==> src/rtl/branch_predictor.sv <==
// Branch predictor: a table of two-bit saturating counters plus a queue of
// unresolved predictions that drives a backup-PC FIFO and recovers on mispredict.
module branch_predictor #(
  parameter int DEPTH    = 4,
  parameter int BHT_BITS = 4
) (
  input  logic        clk,
  input  logic        reset,
  input  logic        fetch_valid,
  input  logic [10:0] fetch_pc,
  input  logic        is_branch,
  input  logic [10:0] branch_target,
  input  logic        resolve_valid,
  input  logic        resolve_taken,
  output logic [10:0] next_pc,
  output logic        pred_taken,
  output logic        stall,
  output logic        bk_enable,
  output logic        bk_select,
  output logic        bk_push,
  output logic        bk_pop,
  output logic        bk_clear,
  output logic        mispredict,
  output logic        resolve_err
);

  localparam int ENTRIES = 1 << BHT_BITS;
  localparam int PTR_W   = (DEPTH > 1) ? $clog2(DEPTH) : 1;
  localparam int CNT_W   = $clog2(DEPTH + 1);

  typedef logic [PTR_W-1:0] ptr_t;
  typedef logic [CNT_W-1:0] cnt_t;

  typedef struct packed {
    logic [BHT_BITS-1:0] bht_index;
    logic                pred_taken;
  } pend_t;

  logic [1:0] bht_q [ENTRIES];
  logic [1:0] bht_d [ENTRIES];
  pend_t      pend_q [DEPTH];
  pend_t      pend_d [DEPTH];

  ptr_t head_q, head_d;
  ptr_t tail_q, tail_d;
  cnt_t count_q, count_d;
  logic resolve_err_q, resolve_err_d;
  logic bk_clear_q, bk_clear_d;

  logic                branch_fetch;
  logic [BHT_BITS-1:0] fetch_index;
  pend_t               head_entry;
  logic                queue_full;
  logic                queue_empty;
  logic                accept;
  logic                do_resolve;

  function automatic ptr_t next_ptr(input ptr_t p);
    return (p == ptr_t'(DEPTH - 1)) ? '0 : p + ptr_t'(1);
  endfunction

  function automatic logic [1:0] sat_update(input logic [1:0] ctr, input logic taken);
    if (taken) return (ctr == 2'b11) ? 2'b11 : ctr + 2'b01;
    else       return (ctr == 2'b00) ? 2'b00 : ctr - 2'b01;
  endfunction

  // Prediction reads the registered table, so a same-cycle update to the
  // same index is seen only by the following fetch.
  always_comb begin
    branch_fetch = fetch_valid & is_branch;
    fetch_index  = fetch_pc[BHT_BITS-1:0];
    head_entry   = pend_q[head_q];
    queue_full   = (count_q == cnt_t'(DEPTH));
    queue_empty  = (count_q == '0);

    pred_taken = branch_fetch & bht_q[fetch_index][1];
    next_pc    = pred_taken ? branch_target : fetch_pc + 11'd1;
    bk_enable  = branch_fetch;
    bk_select  = ~pred_taken;
    stall      = branch_fetch & queue_full;

    do_resolve = resolve_valid & ~queue_empty;
    mispredict = do_resolve & (resolve_taken != head_entry.pred_taken);
    accept     = branch_fetch & ~queue_full & ~mispredict;
    bk_push    = accept;
    bk_pop     = do_resolve;

    bk_clear    = bk_clear_q;
    resolve_err = resolve_err_q;
  end

  // NOTE: every variable gets its default before any conditional update so
  // this block stays purely combinational and no latch is inferred.
  always_comb begin
    bht_d         = bht_q;
    pend_d        = pend_q;
    head_d        = head_q;
    tail_d        = tail_q;
    count_d       = count_q;
    resolve_err_d = resolve_err_q | (resolve_valid & queue_empty);
    bk_clear_d    = mispredict;

    if (do_resolve) begin
      bht_d[head_entry.bht_index] = sat_update(bht_q[head_entry.bht_index], resolve_taken);
      head_d = next_ptr(head_q);
    end

    if (accept) begin
      pend_d[tail_q] = '{bht_index: fetch_index, pred_taken: pred_taken};
      tail_d = next_ptr(tail_q);
    end

    case ({accept, do_resolve})
      2'b10:   count_d = count_q + cnt_t'(1);
      2'b01:   count_d = count_q - cnt_t'(1);
      default: count_d = count_q;
    endcase

    // Recovery discards every pending prediction; the backup FIFO is cleared
    // by the bk_clear pulse on the following cycle.
    if (mispredict) begin
      count_d = '0;
      head_d  = '0;
      tail_d  = '0;
    end
  end

  // NOTE: sequential state uses non-blocking assignments so every flop
  // samples its pre-edge value regardless of statement order.
  always_ff @(posedge clk) begin
    if (reset) begin
      for (int i = 0; i < ENTRIES; i++) bht_q[i] <= 2'b01;
      head_q        <= '0;
      tail_q        <= '0;
      count_q       <= '0;
      resolve_err_q <= 1'b0;
      bk_clear_q    <= 1'b0;
    end else begin
      bht_q         <= bht_d;
      head_q        <= head_d;
      tail_q        <= tail_d;
      count_q       <= count_d;
      resolve_err_q <= resolve_err_d;
      bk_clear_q    <= bk_clear_d;
    end
  end

  // NOTE: the pending-queue payload is deliberately not reset; an entry is
  // only read after being written, since count gates every pop.
  always_ff @(posedge clk) begin
    pend_q <= pend_d;
  end

endmodule

==> config.mk <==
export PLATFORM = sky130hd
export DESIGN_NAME = branch_predictor
export DESIGN_NICKNAME = d
export VERILOG_FILES = /design/src/rtl/branch_predictor.sv
export SDC_FILE = /design/constraint.sdc
export NUM_CORES = 1
export LEC_CHECK = 0
export BUFFER_PORTS_ARGS = -buffer_cell sky130_fd_sc_hd__buf_2
export CAP_MARGIN = 20
export CORE_ASPECT_RATIO = 1.5
export CORE_UTILIZATION = 50
export DETAILED_ROUTE_END_ITERATION = 7
export GPL_TIMING_DRIVEN = 0
export PLACE_DENSITY = 0.79
export SLEW_MARGIN = 20
export SYNTH_ARGS = -nofsm -noshare
export SYNTH_HDL_FRONTEND = slang
export SYNTH_SLANG_ARGS = --single-unit
==> constraint.sdc <==
create_clock -name clk -period 3.5 [get_ports clk]
set_input_delay 0.35 -clock clk [delete_from_list [all_inputs] [get_ports clk]]
set_output_delay 0.35 -clock clk [all_outputs]
set_load 0.1 [all_outputs]
Yosys cells after proc, flatten, opt, wreduce, memory -nomap -nowiden:

Cells that the tools add are included.

* add/subtract/negate cells: 7
* bitwise operators: 17
* equal/unequal tests: 7
* reduce and logical (&&, ||, !) cells: 6
* multiplexer cells: 23
* order comparisons: 6

Operator list (count)
* bitwise mux 32 bit: 1
* two-way mux 2 bit: 11
* bitwise mux 20 bit: 1
* binary-select mux 2 bit (select 4 bit): 2
* two-way mux 5 bit: 3
* adder 11 x 1 -> 11 bit (second input constant): 1
* two-way mux 11 bit: 1
* binary-select mux 5 bit (select 2 bit): 1
* demux 5 bit (select 2 bit): 1
* >= comparator 5 bit (second input constant): 2
* inverter 4 -> 5 bit: 2
* bitwise AND 1 bit: 8
* demux 2 bit (select 4 bit): 1
* == test 2 bit (second input constant): 4
* adder 2 x 1 -> 2 bit (second input constant): 3
* >= comparator 3 bit (second input constant): 2
* inverter 2 -> 3 bit: 2
* one-hot mux 3 bit (2 select lines): 1
* < comparator 5 x 1 -> 1 bit (second input constant): 1
* inverter 1 bit: 4
* adder 3 x 1 -> 3 bit (second input constant): 1
* == test 3 bit (second input constant): 1
* logical NOT 3 bit: 1
* < comparator 3 x 1 -> 1 bit (second input constant): 1
* 9 further kinds: 10

* output and inout bits: 20
* input port bits: 28
* logic and storage cells: 95
* register bits: 61

Longest topological paths before layout:

Gate-level depths: netlist (run 1).

* depth in word-level cells: 13
* mapped depth: 14
* mapped depth without buffers: 12

Worst setup path before layout (run 1):

Ideal clock, no wire load.

* path kind: input to output
* start: in fetch_pc[0]
* end: out next_pc[10]
* path buffers: 1
* path slack: -1.605 ns
* arrival time: 4.755 ns
* stages: 6
* required time: 3.150 ns
* cells stage by stage: clkbuf_1 > mux4_2 > mux2_2 > o211ai_1 > inv_1 > o21ai_0

* word-level cells in the longest chain between the ends: 6
* elaborated cells between the ends (all ways): 7
* those cells by class: add/sub: 1; mux: 4; bitwise: 2

RTL lines
* start: declaration: RTL line 10 `input logic [10:0] fetch_pc,`
* inverter 4 -> 5 bit (implied by the code): RTL line 76 `pred_taken = branch_fetch & bht_q[fetch_index][1];`
* binary-select mux 2 bit (select 4 bit): RTL line 76
* two-way mux 2 bit (implied by the code) (2 in series): RTL line 76
* bitwise AND 1 bit: RTL line 76
* via pred_taken: RTL line 16 `output logic pred_taken,`
* two-way mux 11 bit: RTL line 77 `next_pc = pred_taken ? branch_target : fetch_pc + 11'd1;`
* end: declaration: RTL line 15 `output logic [10:0] next_pc,`

The timed path passes the listed nets, and every way through them passes these cells. The select of a mux whose other input is x is not followed.

Worst setup path in the final report (run 1):

* start: in fetch_pc[0]
* end: out next_pc[1]

* word-level cells in the longest chain between the ends: 6
* elaborated cells between the ends (all ways): 7
* those cells by class: add/sub: 1; mux: 4; bitwise: 2

RTL lines (RTL line)
* inverter 4 -> 5 bit (implied by the code): 76
* binary-select mux 2 bit (select 4 bit): 76
* two-way mux 2 bit (implied by the code) (2 in series): 76
* bitwise AND 1 bit: 76
* two-way mux 11 bit *: 77

Mark *: on every way between the ends. The rest lies on a longest branch, timed or not. The select of a mux whose other input is x is not followed.

==> results of run 1 <==
worst paths after layout:
path | cells after the start | slack [ns] | to
min reg2reg | 2 | 0.46 | resolve_err
max | 10 | 0.23 | next_pc[1]
max reg2reg | 11 | 0.63 | bht_q[23]
min | 1 | 0.24 | pend_q[8]
routing by layer:
metal	vias up	part of all wire, %
li1	1318	-
met1	1235	39
met2	71	54
met3	19	3.7
met4	0	3.5
met5	-	0
power by group through the flow:
stage	logic, uW	registers (uW)	clock network, uW
2_1_floorplan	640	857	0
3_3_place_gp	815	831	0
3_5_place_dp	828	834	0
4_1_cts	831	818	725
5_1_grt	899	826	755
6_report	828	818	717
per-stage QoR:
stage / area (sq um) / cells
2_1_floorplan: 3276 / 341
3_3_place_gp: 3598 / 461
3_5_place_dp: 3598 / 461
4_1_cts: 3859 / 480
5_1_grt: 3859 / 480
6_report: 3859 / 480
registers in the layout, summed over array words and instances (netlist names):
name         cells
resolve_err      1
tail_q           2
count_q          3
bht_q           32
head_q           2
pend_q          20
bk_clear         1
final cells by class:
| type | instances | area [sq um] |
|---|---|---|
| Fill cell | 508 | 2360 |
| Sequential cell | 61 | 1421 |
| Timing Repair Buffer | 49 | 252.7 |
| Multi-Input combinational cell | 248 | 1698 |
| Inverter | 11 | 41.29 |
| Clock inverter | 4 | 50.05 |
| Tap cell | 74 | 92.59 |
| Buffer | 21 | 115.1 |
| Clock buffer | 12 | 187.7 |
worst register-to-register path, cell delays in order, from the launching register on:
cell and delay (ns):
sky130_fd_sc_hd__dfxtp_1 0.35, sky130_fd_sc_hd__buf_6 0.15, sky130_fd_sc_hd__mux4_2 0.49, sky130_fd_sc_hd__buf_2 0.19
sky130_fd_sc_hd__buf_6 0.17, sky130_fd_sc_hd__mux2i_1 0.14, sky130_fd_sc_hd__a22oi_2 0.12, sky130_fd_sc_hd__o21ai_1 0.11
sky130_fd_sc_hd__o31a_1 0.27, sky130_fd_sc_hd__maj3_2 0.39, sky130_fd_sc_hd__buf_6 0.19, sky130_fd_sc_hd__a211oi_2 0.22
cell families after synthesis:
logic type | after synthesis | synth area share [%]
AND/OR/NAND/NOR | 119 | 15.97
XOR/XNOR | 13 | 3.509
flip-flops | 61 | 43.81
adder cells (fa/ha/maj) | 10 | 4.011
multiplexers | 28 | 12.19
AO/OA/AOI/OAI | 78 | 15.77
buffers and inverters | 32 | 4.743
cell usage in the layout, fill, tap and decap left out, types with 2 or more instances in the layout:
master / count
sky130_fd_sc_hd__a211oi_1: 5
sky130_fd_sc_hd__clkbuf_16: 2
sky130_fd_sc_hd__and2_1: 5
sky130_fd_sc_hd__and3_1: 2
sky130_fd_sc_hd__xnor2_1: 6
sky130_fd_sc_hd__xor2_1: 7
sky130_fd_sc_hd__a211oi_2: 10
sky130_fd_sc_hd__maj3_2: 2
sky130_fd_sc_hd__nor3_1: 4
sky130_fd_sc_hd__nand2b_1: 2
sky130_fd_sc_hd__edfxtp_1: 20
sky130_fd_sc_hd__nor2b_1: 4
sky130_fd_sc_hd__o22ai_1: 4
sky130_fd_sc_hd__clkinvlp_4: 2
sky130_fd_sc_hd__dfxtp_1: 41
sky130_fd_sc_hd__clkbuf_1: 11
sky130_fd_sc_hd__mux4_2: 9
sky130_fd_sc_hd__clkbuf_2: 2
sky130_fd_sc_hd__a21oi_1: 30
sky130_fd_sc_hd__mux2_2: 2
sky130_fd_sc_hd__buf_4: 3
sky130_fd_sc_hd__ha_1: 7
sky130_fd_sc_hd__inv_1: 11
sky130_fd_sc_hd__nor2_1: 54
sky130_fd_sc_hd__nand3_1: 6
sky130_fd_sc_hd__nand2_1: 32
sky130_fd_sc_hd__a311oi_1: 2
sky130_fd_sc_hd__clkbuf_8: 10
sky130_fd_sc_hd__buf_6: 4
sky130_fd_sc_hd__mux2i_1: 17
sky130_fd_sc_hd__o21ai_0: 8
sky130_fd_sc_hd__buf_2: 49
sky130_fd_sc_hd__o21ai_1: 10
==> summary.log, run 1 <==
qor: yosys.synth-edff-count 20
qor: sta.final-setup-viol-count 0
qor: global_routing.global_route.usage.total 23.21%
qor: setup_path.startpoint_type input port
qor: global_routing.grt_use_met3 5.656%
qor: setup_path.crit_path_max_fanout 10
qor: clock_tree.cts_setup_buffers 3
qor: clock_tree.worst_setup_hold_path_clk_slew 0.07 ns
qor: setup_path.critPathKind in2out
qor: run.drv.max_cap_violation_count 0
qor: clock_tree.post_cts_resized 0
qor: yosys.postSynthCellCount 341
qor: global_routing.grt_pass1_wl 11710 um
qor: finish.synthToLayoutAreaGrowth 18.94%
qor: routing.drt-wirelength-per-cell 14.45 um
qor: power_and_ir_drop.total_leakage_power 0.001432 uW
qor: floorplan.standard_cell_core_area 0.006218 sq mm
qor: setup_path.crit_required 3.15 ns
qor: setup_path.timing.critical_path.max_delay_family buffers and inverters
qor: sta.transition_time_at_the_pin_with_the_least_slew_margin 0.7807 ns
qor: routing.drt-initial-drc-count 104
qor: global_routing.gr-max-usage-layer met2
qor: sta.final.setup.tns 0 ns
qor: yosys.synthMostInstantiatedCell sky130_fd_sc_hd__nor2_1
qor: hold_path.hold_path.startpoint fetch_pc[2]
qor: clock_tree.insertion_delay_to_the_later_sink_of_the_worst_skew_pair 0.34 ns
qor: power_and_ir_drop.total_power 2363 uW
qor: sta.grt_setup_unrepaired no
qor: sta.finalClockSkew 0.006480 ns
qor: yosys.netlist_top_cells_count sky130_fd_sc_hd__nor2_1, sky130_fd_sc_hd__dfxtp_1, sky130_fd_sc_hd__nand2_1, sky130_fd_sc_hd__a21oi_1, sky130_fd_sc_hd__edfxtp_1
qor: hold_path.timing.hold.worst.class in2reg
qor: floorplan.floorplan.initialDensity 52.17%
qor: finish.fin_nets 437
qor: sta.timing_max_transition_violations_final 0
qor: setup_path.worstPathArrival 2.92 ns
qor: finish.num_antenna_cells 0
qor: setup_path.worst_path_largest_cell_delay 0.55 ns
qor: routing.antenna_violating_nets_post_route 0
qor: power_and_ir_drop.power.share.clock 30.3%
qor: routing.remaining_drc_errors 0
qor: placement.preCtsSetupSlack -0.1819 ns
qor: power_and_ir_drop.cell_internal_pwr 1473 uW
qor: sta.worst_hold_slack 0.2423 ns
qor: sta.fmaxAchievable 305.5 MHz
qor: setup_path.crit_path_cells buf_2 > clkbuf_1 > mux4_2 > mux2_2 > o211ai_1 > buf_4 > clkbuf_2 > nand2_1 > nand2_2 > buf_2
qor: placement.post-dp-hpwl 5203 um
qor: sta.layout_worst_path_cycle_share 93.51%
qor: power_and_ir_drop.sw_power 889.4 uW
qor: yosys.async_reset_ff_share 0%
qor: sta.finalWorstPathRequiredPeriod 3.273 ns
qor: clock_tree.h-tree-depth 3
qor: setup_path.worst_setup_path_end_kind output port
qor: yosys.postSynthAreaPerCell 9.514 sq um
qor: clock_tree.cts_tree done
qor: clock_tree.maximum_buffer_depth_of_the_clock_tree 2
qor: finish.utilization 62.05%
qor: yosys.yosysTopAreaCellShare 25.30%
qor: yosys.synth.top_cells.by_area sky130_fd_sc_hd__dfxtp_1, sky130_fd_sc_hd__edfxtp_1, sky130_fd_sc_hd__nor2_1
qor: power_and_ir_drop.power.share.sequential 34.6%
qor: yosys.synth_area_leader_cell sky130_fd_sc_hd__dfxtp_1
qor: power_and_ir_drop.sw_frac_of_total 37.64%
qor: setup_path.cp.buffers_inverters 5
qor: routing.detail_route.first_pass.iterations 6
qor: sta.worst_slack 0.2270 ns
qor: sta.report.final.hold_viol_count 0
qor: setup_path.critical_path_top_delay_cell sky130_fd_sc_hd__mux4_2
qor: setup_path.worstSetupStartpoint fetch_pc[0]
qor: setup_path.r2r-start head_q[0]
qor: yosys.mappedNetlistNets 377
qor: global_routing.grt_use_met2 39.30%
qor: yosys.yosys_warnings 0
qor: floorplan.chipHeight 100.7 um
qor: run_status.status completed
qor: power_and_ir_drop.logic_pwr_share 35.1%
qor: global_routing.number_of_global_route_vias_before_repair 2577
qor: routing.post_drt_via_cell_ratio 5.506
qor: clock_tree.cts_hold_buf 0
qor: setup_path.critPathMostFrequentCell sky130_fd_sc_hd__buf_2
qor: floorplan.die_area 0.006821 sq mm
qor: yosys.distinct_cells_synth 44
qor: yosys.postSynthRegisterBits 61
qor: finish.final_layout_size_suffix_gt1_share 25.86%
qor: floorplan.ios 48
qor: placement.port_buffers 46
qor: routing.count_of_vias_placed_by_the_detailed_router 2643
qor: yosys.yosysSeqAreaShare 43.81%
qor: global_routing.globalRouteMet1Util 25.95%
qor: yosys.postSynth.topFlopCell sky130_fd_sc_hd__dfxtp_1
qor: routing.detail_route.wirelength 6934 um
qor: power_and_ir_drop.worst_ir_drop_vdd 0.4444 mV
qor: global_routing.gr-total-overflow 0
qor: placement.gpl.final_weighted_congestion 0.8592
qor: global_routing.antenna_found_initial 0
qor: sta.slew-limit-headroom 47.96%
qor: clock_tree.cts_sinks 61
qor: clock_tree.cts_bufs_inserted 9
qor: power_and_ir_drop.p_per_area 612.3 mW/mm^2
qor: floorplan.die_width 67.77 um
qor: clock_tree.ctsRootBufferMaster sky130_fd_sc_hd__clkbuf_8
qor: global_routing.grt_start_max_net_pins 12
qor: yosys.synth_area 0.003244 sq mm
qor: floorplan.fp_rows 35
Power figures use the tool's default switching activity.
==> inputs of run 2 (changes only) <==
==> constraint.sdc (replaced) <==
create_clock -name clk -period 4.2 [get_ports clk]
set_input_delay 0.42 -clock clk [delete_from_list [all_inputs] [get_ports clk]]
set_output_delay 0.42 -clock clk [all_outputs]
set_load 0.1 [all_outputs]
==> summary.log, run 2 (same netlist as run 1, synthesis figures left out) <==
qor: setup_path.crit_path_max_fanout 10 [unchanged]
qor: run.drv.max_cap_violation_count 0 [unchanged]
qor: setup_path.worst_path_largest_cell_delay 0.58 ns [+0.03 ns]
qor: routing.drt-initial-drc-count 138 [+33%]
qor: finish.num_antenna_cells 0 [unchanged]
qor: floorplan.chipHeight 100.7 um [unchanged]
qor: power_and_ir_drop.total_leakage_power 0.001394 uW [-2.7%]
qor: clock_tree.cts_setup_buffers 0 [-3]
qor: run_status.status completed
qor: sta.timing_max_transition_violations_final 0 [unchanged]
qor: finish.fin_nets 434 [-0.69%]
qor: setup_path.regToRegSetupSlack 1.28 ns [+0.65 ns]
qor: setup_path.startpoint_type input port
qor: sta.fmaxAchievable 271.0 MHz
qor: placement.placed_area 0.003570 sq mm [-0.80%]
qor: global_routing.number_of_global_route_vias_before_repair 2631 [+2.1%]
qor: floorplan.ios 48 [unchanged]
qor: global_routing.gr-total-overflow 0 [unchanged]
qor: clock_tree.cts_hold_buf 0 [unchanged]
qor: clock_tree.maximum_buffer_depth_of_the_clock_tree 2 [unchanged]
qor: sta.final.setup.tns 0 ns [unchanged]
qor: floorplan.die_width 67.77 um [unchanged]
qor: sta.grt_setup_unrepaired no
qor: setup_path.critPathKind in2out
qor: routing.remaining_drc_errors 0 [unchanged]
qor: floorplan.fp_rows 35 [unchanged]
qor: finish.final_cells 477 [-0.63%]
qor: global_routing.global_route.usage.total 23.75% [+0.54 points]
qor: placement.dp.cells 461 [unchanged]
qor: finish.final_cell_area 0.003757 sq mm [-2.6%]
qor: clock_tree.post_cts_resized 0 [unchanged]
qor: sta.transition_time_at_the_pin_with_the_least_slew_margin 0.7731 ns [-0.007575 ns]
qor: sta.finalClockSkew 0.01123 ns [+0.004749 ns]
qor: floorplan.standard_cell_core_area 0.006218 sq mm [unchanged]
qor: placement.preCtsSetupSlack 0.4830 ns [+0.6648 ns]
qor: setup_path.timing.critical_path.max_delay_family buffers and inverters
qor: sta.finalWorstPathRequiredPeriod 3.689 ns
qor: power_and_ir_drop.worst_ir_drop_vdd 0.4172 mV [-6.1%]
qor: setup_path.crit_path_cells buf_2 > clkbuf_1 > mux4_2 > mux2_2 > o211ai_1 > clkbuf_1 > nand2_1 > nand2_1 > buf_2
qor: sta.layout_worst_path_cycle_share 87.84%
qor: routing.post_drt_via_cell_ratio 5.568 [+1.1%]
qor: routing.detail_route.wirelength 7091 um [+2.3%]
qor: finish.final_common_cell sky130_fd_sc_hd__nor2_1
qor: floorplan.die_area 0.006821 sq mm [unchanged]
qor: power_and_ir_drop.p_per_area 494.3 mW/mm^2 [-19%]
qor: clock_tree.ctsRootBufferMaster sky130_fd_sc_hd__clkbuf_8
qor: routing.count_of_vias_placed_by_the_detailed_router 2656 [+0.49%]
qor: clock_tree.cts_tree done
qor: placement.post-dp-hpwl 5217 um [+0.26%]
qor: finish.largest_register_ff_count 32 [unchanged]
qor: global_routing.grt_start_max_net_pins 11 [-1]
qor: routing.detail_route.first_pass.iterations 4 [-2]
qor: clock_tree.worst_setup_hold_path_clk_slew 0.07 ns [about the same]
qor: finish.largest-register bht_q
qor: clock_tree.insertion_delay_to_the_later_sink_of_the_worst_skew_pair 0.35 ns [about the same]
qor: routing.antenna_violating_nets_post_route 0 [unchanged]
qor: sta.worst_slack 0.5106 ns [+0.2836 ns]
qor: sta.final-setup-viol-count 0 [unchanged]
qor: global_routing.grt_pass1_wl 11830 um [+1.1%]
qor: floorplan.floorplan.initialDensity 52.17% [unchanged]
qor: placement.port_buffers 46 [unchanged]
qor: placement.gpl.final_weighted_congestion 0.8773 [+2.1%]
qor: clock_tree.cts_bufs_inserted 9 [unchanged]
qor: routing.drt-wirelength-per-cell 14.87 um [+2.9%]
qor: setup_path.worstPathArrival 3.27 ns [+0.35 ns]
qor: setup_path.worst_setup_path_end_kind output port
qor: sta.slew-limit-headroom 48.46% [+0.50 points]
qor: finish.final_cell_mix sky130_fd_sc_hd__nor2_1, sky130_fd_sc_hd__buf_2, sky130_fd_sc_hd__dfxtp_1
qor: setup_path.cp.buffers_inverters 4 [-1]
qor: sta.worst_hold_slack 0.3103 ns [+0.06802 ns]
qor: clock_tree.h-tree-depth 3 [unchanged]
qor: clock_tree.cts_sinks 61 [unchanged]
qor: global_routing.antenna_found_initial 0 [unchanged]
qor: finish.final_layout_size_suffix_gt1_share 23.57% [-2.3 points]
qor: setup_path.crit_required 3.78 ns [+0.63 ns]
qor: finish.biggestRegsByFlops bht_q x32, pend_q x20, count_q x3
qor: setup_path.critical_path_top_delay_cell sky130_fd_sc_hd__o211ai_1
qor: finish.synthToLayoutAreaGrowth 15.81%
qor: hold_path.timing.hold.worst.class in2reg
qor: sta.report.final.hold_viol_count 0 [unchanged]
==> run 2: cell types whose count changed in the layout (fill, tap and decap cells not counted), sizes merged <==
cell,change
buf,-3
clkinv,+2
clkinvlp,-2
bufinv,-1
clkbuf,+1
==> run 2: area by class of cell <==
cell class	count	area, sq um
fillers	536	2461
multi-input cells	248	1672
flip-flops and latches	61	1421
repair buffers	46	230.2
clock buffers	13	168.9
plain buffers	21	112.6
well taps	74	92.59
inverters	11	41.29
clock inverters	3	18.77
==> run 2: power breakdown <==
group          switching, uW  internal, uW
clock network            228           262
logic                    474           210
registers               30.1           653
==> run 2: worst register-to-register path: stages (launching register included) <==
cell and delay [ns]:
sky130_fd_sc_hd__dfxtp_1 0.35, sky130_fd_sc_hd__buf_6 0.15, sky130_fd_sc_hd__mux4_2 0.60, sky130_fd_sc_hd__or2_0 0.25, sky130_fd_sc_hd__clkbuf_1 0.19, sky130_fd_sc_hd__o22ai_1 0.23
sky130_fd_sc_hd__o21ai_0 0.11, sky130_fd_sc_hd__o21a_1 0.14, sky130_fd_sc_hd__maj3_2 0.36, sky130_fd_sc_hd__buf_2 0.21, sky130_fd_sc_hd__o21ai_0 0.25
==> run 2: final timing paths <==
kind / from / to / depth (start not counted)
worst max-delay path: fetch_pc[0] / next_pc[1] / 9
worst min-delay path: resolve_valid / resolve_err / 3
worst max register to register: head_q[0] / bht_q[16] / 10
worst min register to register: resolve_err / resolve_err / 2
==> run 2: through the flow <==
step	total power [uW]	util [%]
6_report	1857	60.42
5_1_grt	1954	60.42
4_1_cts	1860	60.42
3_5_place_dp	1378	57.40
3_3_place_gp	1365	57.40
2_1_floorplan	1241	-
==> run 2: layer usage <==
| layer | share of wire, % | global-route usage [%] | wire length (um) | vias to the layer above |
|---|---|---|---|---|
| met5 | 0 | 0 | 0 | - |
| met4 | 2.8 | 12.66 | 198 | 0 |
| met3 | 3.8 | 6.222 | 267 | 19 |
| met2 | 55 | 41.20 | 3911 | 68 |
| met1 | 38 | 25.48 | 2714 | 1250 |
| li1 | - | - | - | 1319 |
==> inputs of run 3 (changes only) <==
--- a/config.mk
+++ b/config.mk
@@ -5,6 +5,7 @@
 export SDC_FILE = /design/constraint.sdc
 export NUM_CORES = 1
 export LEC_CHECK = 0
+export ABC_AREA = 1
 export BUFFER_PORTS_ARGS = -buffer_cell sky130_fd_sc_hd__buf_2
 export CAP_MARGIN = 20
 export CORE_ASPECT_RATIO = 1.5
==> summary.log, run 3 <==
qor: run_status.status completed
qor: floorplan.standard_cell_core_area 0.006852 sq mm [+10%]
qor: sta.fmaxAchievable 332.6 MHz [+23%]
qor: placement.post-dp-hpwl 6709 um [+29%]
qor: placement.dp.cells 628 [+36%]
qor: floorplan.chipHeight 105.0 um [+4.4%]
qor: global_routing.antenna_found_initial 0 [unchanged]
qor: power_and_ir_drop.p_per_area 532.7 mW/mm^2 [+7.8%]
qor: yosys.yosysTopAreaCellShare 23.19% [-2.1 points]
qor: finish.final_common_cell sky130_fd_sc_hd__nand2_1
qor: finish.final_cell_mix sky130_fd_sc_hd__nand2_1, sky130_fd_sc_hd__inv_1, sky130_fd_sc_hd__buf_2
qor: routing.detail_route.first_pass.iterations 5 [+1]
qor: floorplan.fp_rows 37 [+5.7%]
qor: routing.drt-wirelength-per-cell 13.34 um [-10%]
qor: setup_path.worstPathArrival 2.59 ns [-0.68 ns]
qor: yosys.yosys_warnings 0 [unchanged]
qor: placement.gpl.final_weighted_congestion 0.9448 [+7.7%]
qor: sta.grt_setup_unrepaired no
qor: setup_path.regToRegSetupSlack 1.40 ns [+0.12 ns]
qor: setup_path.worst_setup_path_end_kind output port
qor: yosys.postSynth.topFlopCell sky130_fd_sc_hd__dfxtp_1
qor: clock_tree.cts_tree done
qor: power_and_ir_drop.total_leakage_power 0.001910 uW [+37%]
qor: setup_path.crit_path_max_fanout 10 [unchanged]
qor: routing.detail_route.wirelength 8591 um [+21%]
qor: floorplan.floorplan.initialDensity 51.66% [-0.51 points]
qor: yosys.netlist_top_cells_count sky130_fd_sc_hd__nand2_1, sky130_fd_sc_hd__inv_1, sky130_fd_sc_hd__a21oi_1, sky130_fd_sc_hd__nand3_1, sky130_fd_sc_hd__dfxtp_1
qor: sta.final-setup-viol-count 0 [unchanged]
qor: finish.biggestRegsByFlops bht_q x32, pend_q x20, count_q x3
qor: setup_path.worstRegToRegCells 12 [+2]
qor: routing.remaining_drc_errors 0 [unchanged]
qor: yosys.synth_area 0.003540 sq mm [+9.1%]
qor: routing.antenna_violating_nets_post_route 0 [unchanged]
qor: yosys.synthMostInstantiatedCell sky130_fd_sc_hd__nand2_1
qor: yosys.yosysSeqAreaShare 40.16% [-3.7 points]
qor: yosys.postSynthAreaPerCell 7.023 sq um [-26%]
qor: clock_tree.insertion_delay_to_the_later_sink_of_the_worst_skew_pair 0.35 ns [about the same]
qor: setup_path.cp-endpoint bk_push
qor: finish.fin_nets 597 [+38%]
qor: finish.synthToLayoutAreaGrowth 14.28%
qor: clock_tree.worst_setup_hold_path_clk_slew 0.07 ns [about the same]
qor: clock_tree.h-tree-depth 3 [unchanged]
qor: setup_path.worstSetupStartpoint count_q[2]
qor: sta.final.setup.tns 0 ns [unchanged]
qor: placement.port_buffers 46 [unchanged]
qor: finish.largest-register bht_q
qor: floorplan.die_area 0.007427 sq mm [+8.9%]
qor: floorplan.ios 48 [unchanged]
qor: yosys.mappedNetlistNets 540 [+43%]
qor: placement.preCtsSetupSlack 1.218 ns [+0.7350 ns]
qor: clock_tree.cts_setup_buffers 0 [unchanged]
qor: clock_tree.cts_hold_buf 0 [unchanged]
qor: global_routing.grt_start_max_net_pins 15 [+4]
qor: power_and_ir_drop.total_power 2155 uW [+16%]
qor: routing.drt-initial-drc-count 218 [+58%]
qor: hold_path.timing.hold.worst_path_depth 1 [-2]
qor: sta.finalClockSkew 0.008167 ns [-0.003062 ns]
qor: yosys.synth_area_leader_cell sky130_fd_sc_hd__dfxtp_1
qor: global_routing.global_route.usage.total 24.57% [+0.82 points]
qor: clock_tree.cts_bufs_inserted 9 [unchanged]
qor: sta.layout_worst_path_cycle_share 71.59% [-16 points]
qor: sta.worst_slack 1.193 ns [+0.6827 ns]
qor: global_routing.grt_pass1_wl 13980 um [+18%]
qor: clock_tree.maximum_buffer_depth_of_the_clock_tree 2 [unchanged]
qor: finish.final_layout_size_suffix_gt1_share 17.67% [-5.9 points]
qor: clock_tree.post_cts_resized 0 [unchanged]
qor: finish.final_cells 644 [+35%]
qor: yosys.postSynthCellCount 504 [+48%]
qor: routing.count_of_vias_placed_by_the_detailed_router 3325 [+25%]
qor: sta.slew-limit-headroom 61.19% [+13 points]
qor: setup_path.critPathKind reg2out
qor: hold_path.timing.hold.worst.class in2reg
qor: power_and_ir_drop.worst_ir_drop_vdd 0.3084 mV [-26%]
qor: clock_tree.cts_sinks 61 [unchanged]
qor: finish.utilization 59.04% [-1.4 points]
qor: sta.finalWorstPathRequiredPeriod 3.007 ns [-0.6827 ns]
qor: global_routing.gr-total-overflow 0 [unchanged]
qor: sta.transition_time_at_the_pin_with_the_least_slew_margin 0.5772 ns [-0.1959 ns]
qor: setup_path.startpoint_type flip-flop
qor: global_routing.number_of_global_route_vias_before_repair 3145 [+20%]
qor: yosys.distinct_cells_synth 31 [-30%]
qor: floorplan.die_width 70.70 um [+4.3%]
qor: setup_path.crit_required 3.78 ns [about the same]
qor: finish.num_antenna_cells 0 [unchanged]
qor: routing.post_drt_via_cell_ratio 5.163 [-7.3%]
qor: setup_path.r2r-start count_q[2]
qor: setup_path.worst_r2r_endpoint count_q[1]
qor: sta.timing_max_transition_violations_final 0 [unchanged]
qor: finish.largest_register_ff_count 32 [unchanged]
qor: yosys.postSynthRegisterBits 61 [unchanged]
qor: yosys.synth.top_cells.by_area sky130_fd_sc_hd__dfxtp_1, sky130_fd_sc_hd__edfxtp_1, sky130_fd_sc_hd__nand2_1
qor: sta.report.final.hold_viol_count 0 [unchanged]
qor: run.drv.max_cap_violation_count 0 [unchanged]
qor: yosys.async_reset_ff_share 0% [unchanged]
qor: yosys.synth-edff-count 20 [unchanged]
qor: clock_tree.ctsRootBufferMaster sky130_fd_sc_hd__clkbuf_8
## run 3: cell types whose count changed in the layout (fill, tap and decap cells not counted), sizes merged, moves of 4 or more
cell / delta
nor2b: -4
clkbuf: -6
nand3: +41
o21ai: +20
inv: +80
a21oi: +17
a211oi: -13
nor2: -19
and2: -6
nand2: +102
mux2i: -17
o22ai: -4
mux4: -9
## run 3: worst min-delay path by stage
stage / end / slack [ns] / start
after global placement: resolve_err / 0.44 / resolve_err
after global routing: pend_q[11] / 0.32 / fetch_pc[0]
after floorplan: bht_q[4] / 0.44 / bht_q[4]
after CTS: pend_q[6] / 0.30 / fetch_pc[0]
after detailed placement: resolve_err / 0.45 / resolve_err
final: pend_q[11] / 0.31 / fetch_pc[0]
## run 3: worst max-delay path, stage by stage, from the launching register on
cell	delay, ns
sky130_fd_sc_hd__dfxtp_1	0.35
sky130_fd_sc_hd__o31ai_1	0.54
sky130_fd_sc_hd__inv_1	0.33
sky130_fd_sc_hd__nand2_1	0.15
sky130_fd_sc_hd__nor2_2	0.06
sky130_fd_sc_hd__inv_1	0.07
sky130_fd_sc_hd__nand2_1	0.20
sky130_fd_sc_hd__inv_1	0.11
sky130_fd_sc_hd__buf_2	0.42
## run 3: kinds of logic after synthesis
kind of cell	count (synthesis)	synth area share, %
AND/OR/NAND/NOR	225	27.64
AO/OA/AOI/OAI	92	14.42
buffers and inverters	108	12.27
adder cells (fa/ha/maj)	8	3.040
flip-flops	61	40.16
XOR/XNOR	10	2.475
## run 3: where the power goes
part / leakage [uW] / switching (uW) / internal [uW]
Clock: 0.0000901 / 232 / 228
Combinational: 0.00130 / 744 / 255
Sequential: 0.000515 / 32.7 / 662
Total: 0.00191 / 1010 / 1150
## run 3: layout make-up
type                    instances  area, sq um
well taps                      78        97.59
flip-flops and latches         61         1421
repair buffers                 46        230.2
multi-input cells             335         1692
clock inverters                 4        23.77
inverters                      91        341.6
fillers                       667         2806
plain buffers                  17        93.84
clock buffers                  12        145.1
## run 3: per-layer routing
| layer | wire length [um] | up-vias | GRT usage [%] |
|---|---|---|---|
| met4 | 338 | 0 | 14.29 |
| met2 | 4721 | 118 | 46.70 |
| li1 | - | 1714 | - |
| met1 | 3153 | 1468 | 23.86 |
| met3 | 378 | 25 | 4.725 |
| met5 | 0 | - | 0 |
## run 3: metrics by stage
step | cell area (sq um) | hold WS (ns)
finish | 4045 | 0.3119
global route | 4045 | 0.3208
CTS | 4045 | 0.3043
detailed placement | 3876 | 0.4465
global placement | 3876 | 0.4374
floorplan | 3548 | 0.4372
